==> src/rtl/butterfly_rad2_pipe.sv <==
// Pipelined radix-2 complex butterfly (DIT/DIF per sample) with post-scaling,
// round-half-up, saturation and overflow accounting. Five-stage pipeline with a
// global stall driven by the output handshake.
module butterfly_rad2_pipe #(
   parameter int unsigned D_WIDTH   = 14,
   parameter int unsigned W_WIDTH   = 4,
   parameter int unsigned CUT_WIDTH = 4,
   parameter int unsigned CNT_WIDTH = 16
) (
   input  logic                        clk,
   input  logic                        aresetn,
   input  logic                        in_valid,
   output logic                        in_ready,
   input  logic                        mode,
   input  logic [CUT_WIDTH-1:0]        cut,
   input  logic signed [D_WIDTH-1:0]   A_R,
   input  logic signed [D_WIDTH-1:0]   A_I,
   input  logic signed [D_WIDTH-1:0]   B_R,
   input  logic signed [D_WIDTH-1:0]   B_I,
   input  logic signed [W_WIDTH-1:0]   W_R,
   input  logic signed [W_WIDTH-1:0]   W_I,
   output logic                        out_valid,
   input  logic                        out_ready,
   output logic signed [D_WIDTH-1:0]   C_R,
   output logic signed [D_WIDTH-1:0]   C_I,
   output logic signed [D_WIDTH-1:0]   D_R,
   output logic signed [D_WIDTH-1:0]   D_I,
   output logic                        ovf,
   output logic                        ovf_sticky,
   output logic [CNT_WIDTH-1:0]        ovf_cnt,
   input  logic                        ovf_clr
);

   localparam int unsigned IW   = D_WIDTH + 3;
   localparam int unsigned PW   = IW + W_WIDTH;
   localparam int unsigned RS   = W_WIDTH - 1;
   localparam int unsigned CMAX = IW - 1;
   localparam logic signed [PW-1:0] RND_P  = PW'(2 ** (W_WIDTH - 2));
   localparam logic signed [IW:0]   SAT_HI = (IW + 1)'(2 ** (D_WIDTH - 1) - 1);
   localparam logic signed [IW:0]   SAT_LO = ~SAT_HI;

   // Rounded right shift then clamp; MSB of the result flags a clamp.
   function automatic logic [D_WIDTH:0] scale_sat(input logic signed [IW-1:0] v,
                                                  input int unsigned sh);
      logic signed [IW:0] ext;
      logic signed [IW:0] shr;
      ext = (IW + 1)'(v);
      if (sh == 0) shr = ext;
      else         shr = (ext + $signed((IW + 1)'(1) << (sh - 1))) >>> sh;
      if (shr > SAT_HI)      return {1'b1, 1'b0, {(D_WIDTH - 1){1'b1}}};
      else if (shr < SAT_LO) return {1'b1, 1'b1, {(D_WIDTH - 1){1'b0}}};
      else                   return {1'b0, D_WIDTH'(shr)};
   endfunction

   logic en;

   logic                       s1_v, s1_mode;
   logic [CUT_WIDTH-1:0]       s1_cut;
   logic signed [D_WIDTH-1:0]  s1_ar, s1_ai, s1_br, s1_bi;
   logic signed [W_WIDTH-1:0]  s1_wr, s1_wi;

   logic                       s2_v, s2_mode;
   logic [CUT_WIDTH-1:0]       s2_cut;
   logic signed [W_WIDTH-1:0]  s2_wr, s2_wi;
   logic signed [IW-1:0]       s2_yr, s2_yi, s2_xr, s2_xi;

   logic                       s3_v, s3_mode;
   logic [CUT_WIDTH-1:0]       s3_cut;
   logic signed [IW-1:0]       s3_yr, s3_yi;
   logic signed [PW-1:0]       s3_prr, s3_pii, s3_pri, s3_pir;

   logic                       s4_v;
   logic [CUT_WIDTH-1:0]       s4_cut;
   logic signed [IW-1:0]       s4_cr, s4_ci, s4_dr, s4_di;

   logic signed [IW-1:0]       n2_yr, n2_yi, n2_xr, n2_xi;
   logic signed [PW-1:0]       n3_prr, n3_pii, n3_pri, n3_pir;
   logic signed [PW-1:0]       n4_re, n4_im;
   logic signed [IW-1:0]       n4_mr, n4_mi, n4_cr, n4_ci, n4_dr, n4_di;
   logic [D_WIDTH:0]           n5_cr, n5_ci, n5_dr, n5_di;
   int unsigned                n5_sh;

   // Whole pipeline advances unless the output register is holding an unaccepted sample.
   assign en       = !(out_valid && !out_ready);
   assign in_ready = en;

   // Stage 2 pre-add: DIF forms A+B and A-B; DIT passes A and B through.
   always_comb begin
      n2_yr = IW'(s1_ar);
      n2_yi = IW'(s1_ai);
      n2_xr = IW'(s1_br);
      n2_xi = IW'(s1_bi);
      if (s1_mode) begin
         n2_yr = IW'(s1_ar) + IW'(s1_br);
         n2_yi = IW'(s1_ai) + IW'(s1_bi);
         n2_xr = IW'(s1_ar) - IW'(s1_br);
         n2_xi = IW'(s1_ai) - IW'(s1_bi);
      end
   end

   // Stage 3 partial products of X*W.
   always_comb begin
      n3_prr = PW'(s2_xr) * PW'(s2_wr);
      n3_pii = PW'(s2_xi) * PW'(s2_wi);
      n3_pri = PW'(s2_xr) * PW'(s2_wi);
      n3_pir = PW'(s2_xi) * PW'(s2_wr);
   end

   // Stage 4 product combine, twiddle rounding and post-add.
   always_comb begin
      n4_re = s3_prr - s3_pii;
      n4_im = s3_pri + s3_pir;
      n4_mr = IW'((n4_re + RND_P) >>> RS);
      n4_mi = IW'((n4_im + RND_P) >>> RS);
      n4_cr = s3_yr + n4_mr;
      n4_ci = s3_yi + n4_mi;
      n4_dr = s3_yr - n4_mr;
      n4_di = s3_yi - n4_mi;
      if (s3_mode) begin
         n4_cr = s3_yr;
         n4_ci = s3_yi;
         n4_dr = n4_mr;
         n4_di = n4_mi;
      end
   end

   // Stage 5 output scaling and saturation.
   always_comb begin
      n5_sh = (32'(s4_cut) > CMAX) ? CMAX : 32'(s4_cut);
      n5_cr = scale_sat(s4_cr, n5_sh);
      n5_ci = scale_sat(s4_ci, n5_sh);
      n5_dr = scale_sat(s4_dr, n5_sh);
      n5_di = scale_sat(s4_di, n5_sh);
   end

   // Pipeline registers; every stage holds during a stall.
   always_ff @(posedge clk or negedge aresetn) begin
      if (!aresetn) begin
         s1_v <= 1'b0; s1_mode <= 1'b0; s1_cut <= '0;
         s1_ar <= '0; s1_ai <= '0; s1_br <= '0; s1_bi <= '0;
         s1_wr <= '0; s1_wi <= '0;
         s2_v <= 1'b0; s2_mode <= 1'b0; s2_cut <= '0; s2_wr <= '0; s2_wi <= '0;
         s2_yr <= '0; s2_yi <= '0; s2_xr <= '0; s2_xi <= '0;
         s3_v <= 1'b0; s3_mode <= 1'b0; s3_cut <= '0; s3_yr <= '0; s3_yi <= '0;
         s3_prr <= '0; s3_pii <= '0; s3_pri <= '0; s3_pir <= '0;
         s4_v <= 1'b0; s4_cut <= '0;
         s4_cr <= '0; s4_ci <= '0; s4_dr <= '0; s4_di <= '0;
         out_valid <= 1'b0; ovf <= 1'b0;
         C_R <= '0; C_I <= '0; D_R <= '0; D_I <= '0;
      end else if (en) begin
         s1_v <= in_valid; s1_mode <= mode; s1_cut <= cut;
         s1_ar <= A_R; s1_ai <= A_I; s1_br <= B_R; s1_bi <= B_I;
         s1_wr <= W_R; s1_wi <= W_I;
         s2_v <= s1_v; s2_mode <= s1_mode; s2_cut <= s1_cut; s2_wr <= s1_wr; s2_wi <= s1_wi;
         s2_yr <= n2_yr; s2_yi <= n2_yi; s2_xr <= n2_xr; s2_xi <= n2_xi;
         s3_v <= s2_v; s3_mode <= s2_mode; s3_cut <= s2_cut; s3_yr <= s2_yr; s3_yi <= s2_yi;
         s3_prr <= n3_prr; s3_pii <= n3_pii; s3_pri <= n3_pri; s3_pir <= n3_pir;
         s4_v <= s3_v; s4_cut <= s3_cut;
         s4_cr <= n4_cr; s4_ci <= n4_ci; s4_dr <= n4_dr; s4_di <= n4_di;
         out_valid <= s4_v;
         ovf <= s4_v && (n5_cr[D_WIDTH] || n5_ci[D_WIDTH] || n5_dr[D_WIDTH] || n5_di[D_WIDTH]);
         C_R <= n5_cr[D_WIDTH-1:0];
         C_I <= n5_ci[D_WIDTH-1:0];
         D_R <= n5_dr[D_WIDTH-1:0];
         D_I <= n5_di[D_WIDTH-1:0];
      end
   end

   // Overflow accounting on output transfers; a clear takes effect before a coincident event.
   always_ff @(posedge clk or negedge aresetn) begin
      if (!aresetn) begin
         ovf_sticky <= 1'b0;
         ovf_cnt    <= '0;
      end else if (ovf_clr) begin
         ovf_sticky <= out_valid && out_ready && ovf;
         ovf_cnt    <= (out_valid && out_ready && ovf) ? CNT_WIDTH'(1) : '0;
      end else if (out_valid && out_ready && ovf) begin
         ovf_sticky <= 1'b1;
         if (ovf_cnt != '1) ovf_cnt <= ovf_cnt + CNT_WIDTH'(1);
      end
   end

endmodule

==> config.mk <==
export PLATFORM = sky130hd
export DESIGN_NAME = butterfly_rad2_pipe
export DESIGN_NICKNAME = d
export VERILOG_FILES = /design/src/rtl/butterfly_rad2_pipe.sv
export SDC_FILE = /design/constraint.sdc
export NUM_CORES = 2
export LEC_CHECK = 0
export ABC_CLOCK_PERIOD_IN_PS = 7050
export BUFFER_PORTS_ARGS = -buffer_cell sky130_fd_sc_hd__buf_2
export CAP_MARGIN = 0
export CORE_MARGIN = 8
export CORE_UTILIZATION = 59
export CTS_BUF_LIST = sky130_fd_sc_hd__clkbuf_4 sky130_fd_sc_hd__clkbuf_8
export DETAILED_ROUTE_END_ITERATION = 10
export MAX_ROUTING_LAYER = met4
export PLACE_DENSITY = 0.8
export SYNTH_ARGS = -nofsm -noshare
export SYNTH_HDL_FRONTEND = slang
export SYNTH_SLANG_ARGS = --single-unit
==> constraint.sdc <==
create_clock -name clk -period 7.05 [get_ports clk]
set_clock_uncertainty 0.2 [all_clocks]
set_input_delay 1.0575 -clock clk [delete_from_list [all_inputs] [get_ports clk]]
set_output_delay 1.0575 -clock clk [all_outputs]
set_load 0.05 [all_outputs]
==> metrics.log <==
INFO  metric r2r.worst_path.cells = 18
INFO  metric postPlaceCellArea = 39800 um2
INFO  metric postCtsHoldBufs = 0
INFO  metric buffers_inserted_during_post_cts_setup_optimization = 0
INFO  metric setup_tns = 0 ns
INFO  metric route.final.wire_length = 109 mm
INFO  metric floorplan.die.height = 271 um
INFO  metric die_area = 73400 um2
INFO  metric critical_path_peak_fanout = 20
INFO  metric seq_total_area_yosys = 26.6%
INFO  metric num_vias = 33900
INFO  metric row_count = 93
INFO  metric drt_iter0_markers = approximately 2800
INFO  metric synth-main-ff-cell = dfrtp_1
INFO  metric critical_path.most_common_cell = a21oi_1
INFO  metric routedLengthMet1 = ~46 mm
INFO  metric grt_antenna_before_repair = 1
INFO  metric worstPathCellList = inv_2, ha_1, nor4_1, buf_4, ha_1, a211oi_1, o221ai_1, a21oi_1, o31ai_1, a21oi_1, o21ai_0, xor2_1, o22ai_1, a211oi_1, a221o_1, a41o_1, nor4b_1, a21oi_1
INFO  metric number_of_cells_produced_by_synthesis = 4722
INFO  metric cap_viol_max_count = 0
INFO  metric synth-async-reset-ratio = 100%
INFO  metric slew-limit-headroom = 19.4%
INFO  metric fp.coreArea = 64300 um2
INFO  metric ctsRootBufferMaster = clkbuf_8
INFO  metric final_instance_area = between 40000 and 50000 um2
INFO  metric run_status = finished, final reports clean
INFO  metric hpwl = 82.6 mm
INFO  metric layout_worst_path_cycle_share = 92.3%
INFO  metric grt_start_max_net_pins = 212
INFO  metric grt_pass1_wl = 175 mm
INFO  metric reg2reg_slack = between 0.5 and 0.6 ns
INFO  metric cts.repair.resized = 0
INFO  metric detail_route.first_pass.iterations = 6
INFO  metric critPathKind = reg -> reg
INFO  metric synthToLayoutAreaGrowth = 8.28%
INFO  metric crit-reg2reg-launch = s4_cut[0]$_DFFE_PN0N_
INFO  metric critPathBufInv = 2
INFO  metric start_kind = flop
INFO  metric cts_made_buffers = 74
INFO  metric htree_num_levels = 3
INFO  metric slew_violations = 0
INFO  metric gr-usage-all-layers = 29.9%
INFO  metric met2_length = 50.4 mm
INFO  metric setup.worst_path.start = s4_cut[0]$_DFFE_PN0N_
INFO  metric grt_overflow_total = 0
INFO  metric ratio_of_cells_with_drive_above_1_in_the_final_layout = 9.47%
INFO  metric critical_path_s_slowest_cell = nor4_1
INFO  metric min-delay-path-class = in -> async
INFO  metric cp_slowest_stage_delay = 0.77 ns
INFO  metric synth_area_per_cell = between 8 and 9 um2
INFO  metric critical_path_depth = 18
INFO  metric cts_tree = done
INFO  metric post_synth_instance_area = 38300 um2
INFO  metric grt_setup_unrepaired = no
INFO  metric initial_core_utilization = 59.6%
INFO  metric final-hold-violation-count = 0
INFO  metric ant_nets = 0
INFO  metric cp_data_required_time = around 7.4 ns
INFO  metric wl_per_cell = 19.1 um
INFO  metric detail_route.vias_per_cell = 5.97
INFO  metric cts_max_path_buffers = 3
INFO  metric number_of_synthesized_flops_with_an_enable_pin = 0
INFO  metric utilization = roughly 65%
INFO  metric endpoint_kind = flop
INFO  metric worst_setup_path_endpoint = ovf$_DFFE_PN0N_
INFO  metric yosysUniqueCellTypes = 98
INFO  metric first_global_vias = 33100
INFO  metric synth-seq-cells = 408
INFO  metric clk_pin_slew_worst_paths = ~0.060 ns
INFO  metric timing_worst_slew_pin_value = 1.20 ns
INFO  metric route.met3.wl = 6.79 mm
INFO  metric r2r_end = ovf$_DFFE_PN0N_
INFO  metric worst_ep_arrival_time = around 6.9 ns
INFO  metric ios = 150
INFO  metric worst_path_dominant_cell_family = compound AO/OA/AOI/OAI gates
INFO  metric finalNetCount = 5374
INFO  metric fin_crit = roughly 6.5 ns
INFO  metric clock_insertion_delay_worst_skew = 0.70 ns
INFO  metric die_width = 271 um
INFO  metric final_setup_viols = 0
INFO  metric detail_route.drc_violations = 0
INFO  metric port-buffer-count = 149
INFO  metric clock.fmax = roughly 150 MHz
INFO  metric yosysWarningCount = 0
INFO  metric highest-signal-layer = met4
INFO  metric numClockSinks = ~410
INFO  metric globalplace.congestion = 1.03
==> cells in the final DEF (no fill, tap or decap), types with 10 or more instances in the layout <==
master	n
a211o_1	10
a211oi_1	42
a21boi_0	37
a21o_1	54
a21oi_1	352
a221o_1	14
a221oi_1	13
a31o_2	17
a31oi_1	28
and2_1	86
and3_1	29
buf_2	148
buf_4	64
clkbuf_4	25
clkbuf_8	88
dfrtp_1	403
fa_1	136
ha_1	398
inv_1	389
mux2_2	24
mux2i_1	79
mux4_2	14
nand2_1	768
nand2b_1	77
nand3_1	80
nor2_1	336
nor2b_1	27
nor3_1	69
nor4_1	16
o2111ai_1	11
o211ai_1	43
o21a_1	38
o21ai_0	378
o21bai_1	42
o22ai_1	11
o31ai_1	41
or3_1	35
xnor2_1	150
xor2_1	63
==> synth_stat cells, drive strengths merged, types with 24 or more instances <==
master,instances,area [um2]
o21ai,381,1920
clkbuf,205,769
nor3,69,345
nand2,768,2880
xnor2,152,1350
nand3,80,400
ha,398,4980
a211oi,42,315
nor2b,28,175
nand2b,77,482
xor2,64,568
o21a,38,285
or3,35,219
buf,46,210
a31oi,28,175
and2,87,547
mux2,24,270
o31ai,42,329
nor2,338,1280
mux2i,79,791
o211ai,43,323
o21bai,42,315
fa,136,2720
dfrtp,408,10200
inv,391,1470
a21oi,356,1800
a21boi,37,278
and3,29,181
a21o,54,405
==> metal layers <==
metal  GRT usage, %  vias to the layer above
met2           48.1                     1173
met4           13.8                        0
met5              -                        -
li1               -                    16300
met3           4.38                      323
met1           37.2                    16200
==> worst min-delay path by stage <==
stage	from	end	slack (ns)
detailed placement	s1_wi[2]$_DFFE_PN0N_	s1_wi[2]$_DFFE_PN0N_	0.26
global route	aresetn	ovf_cnt[5]$_DFFE_PN0P_	0.25
floorplan	s3_prr[0]$_DFFE_PN0N_	s3_prr[0]$_DFFE_PN0N_	0.23
finish	aresetn	ovf_cnt[10]$_DFFE_PN0P_	0.19
CTS	aresetn	ovf_cnt[5]$_DFFE_PN0P_	0.21
global placement	s3_prr[0]$_DFFE_PN0N_	s3_prr[0]$_DFFE_PN0N_	0.25
==> per-stage QoR <==
stage	setup WS, ns	instances	hold WS [ns]
after floorplan	0.133	4725	0.230
after global placement	0.787	5545	0.249
after detailed placement	0.676	5545	0.255
after CTS	0.626	5680	0.208
after global routing	0.142	5682	0.245
final	0.542	5682	0.192
==> worst reg2reg max path, stage by stage (launching register included) <==
cell	delay [ns]
dfrtp_2	0.57
inv_2	0.11
ha_1	0.53
nor4_1	0.77
buf_4	0.26
ha_1	0.28
a211oi_1	0.28
o221ai_1	0.16
a21oi_1	0.29
o31ai_1	0.13
a21oi_1	0.23
o21ai_0	0.13
xor2_1	0.35
o22ai_1	0.13
a211oi_1	0.59
a221o_1	0.27
a41o_1	0.55
nor4b_1	0.44
a21oi_1	0.11
==> cells by family after synthesis <==
group	after synthesis	synth area share [%]
and+or+nand+nor	1569	18.1
xor gates and xnor gates	217	5.06
buffers and inverters	644	6.40
adders and majority gates	539	20.2
muxes	117	3.59
DFF	408	26.6
other	1	0.00978
AOI/OAI and AO/OA	1227	19.9
==> final cells by class <==
type / count / area (um2)
antenna: 2 / 5.00
clock buffer: 113 / 1400
clock inverter: 22 / 345
fill: 5521 / 22800
inverter: 393 / 1480
multi-input combinational: 3673 / 25700
sequential: 408 / 10200
tap: 855 / 1070
timing repair buffer: 216 / 1300
==> state kept, by name (all words and copies together) (netlist names), 15 cells and up <==
name and cells:
s3_prr 20, s2_xi 15, s4_di 17, s3_pii 20, s3_yr 15, ovf_cnt 16
s4_dr 17, s4_ci 17, s4_cr 17, s2_yi 15, s2_xr 15, s3_pir 20
s3_yi 15, s3_pri 20, s2_yr 15
Power is not shown: default switching activity piles up to over one toggle a cycle in this logic, so the estimate is an artifact.
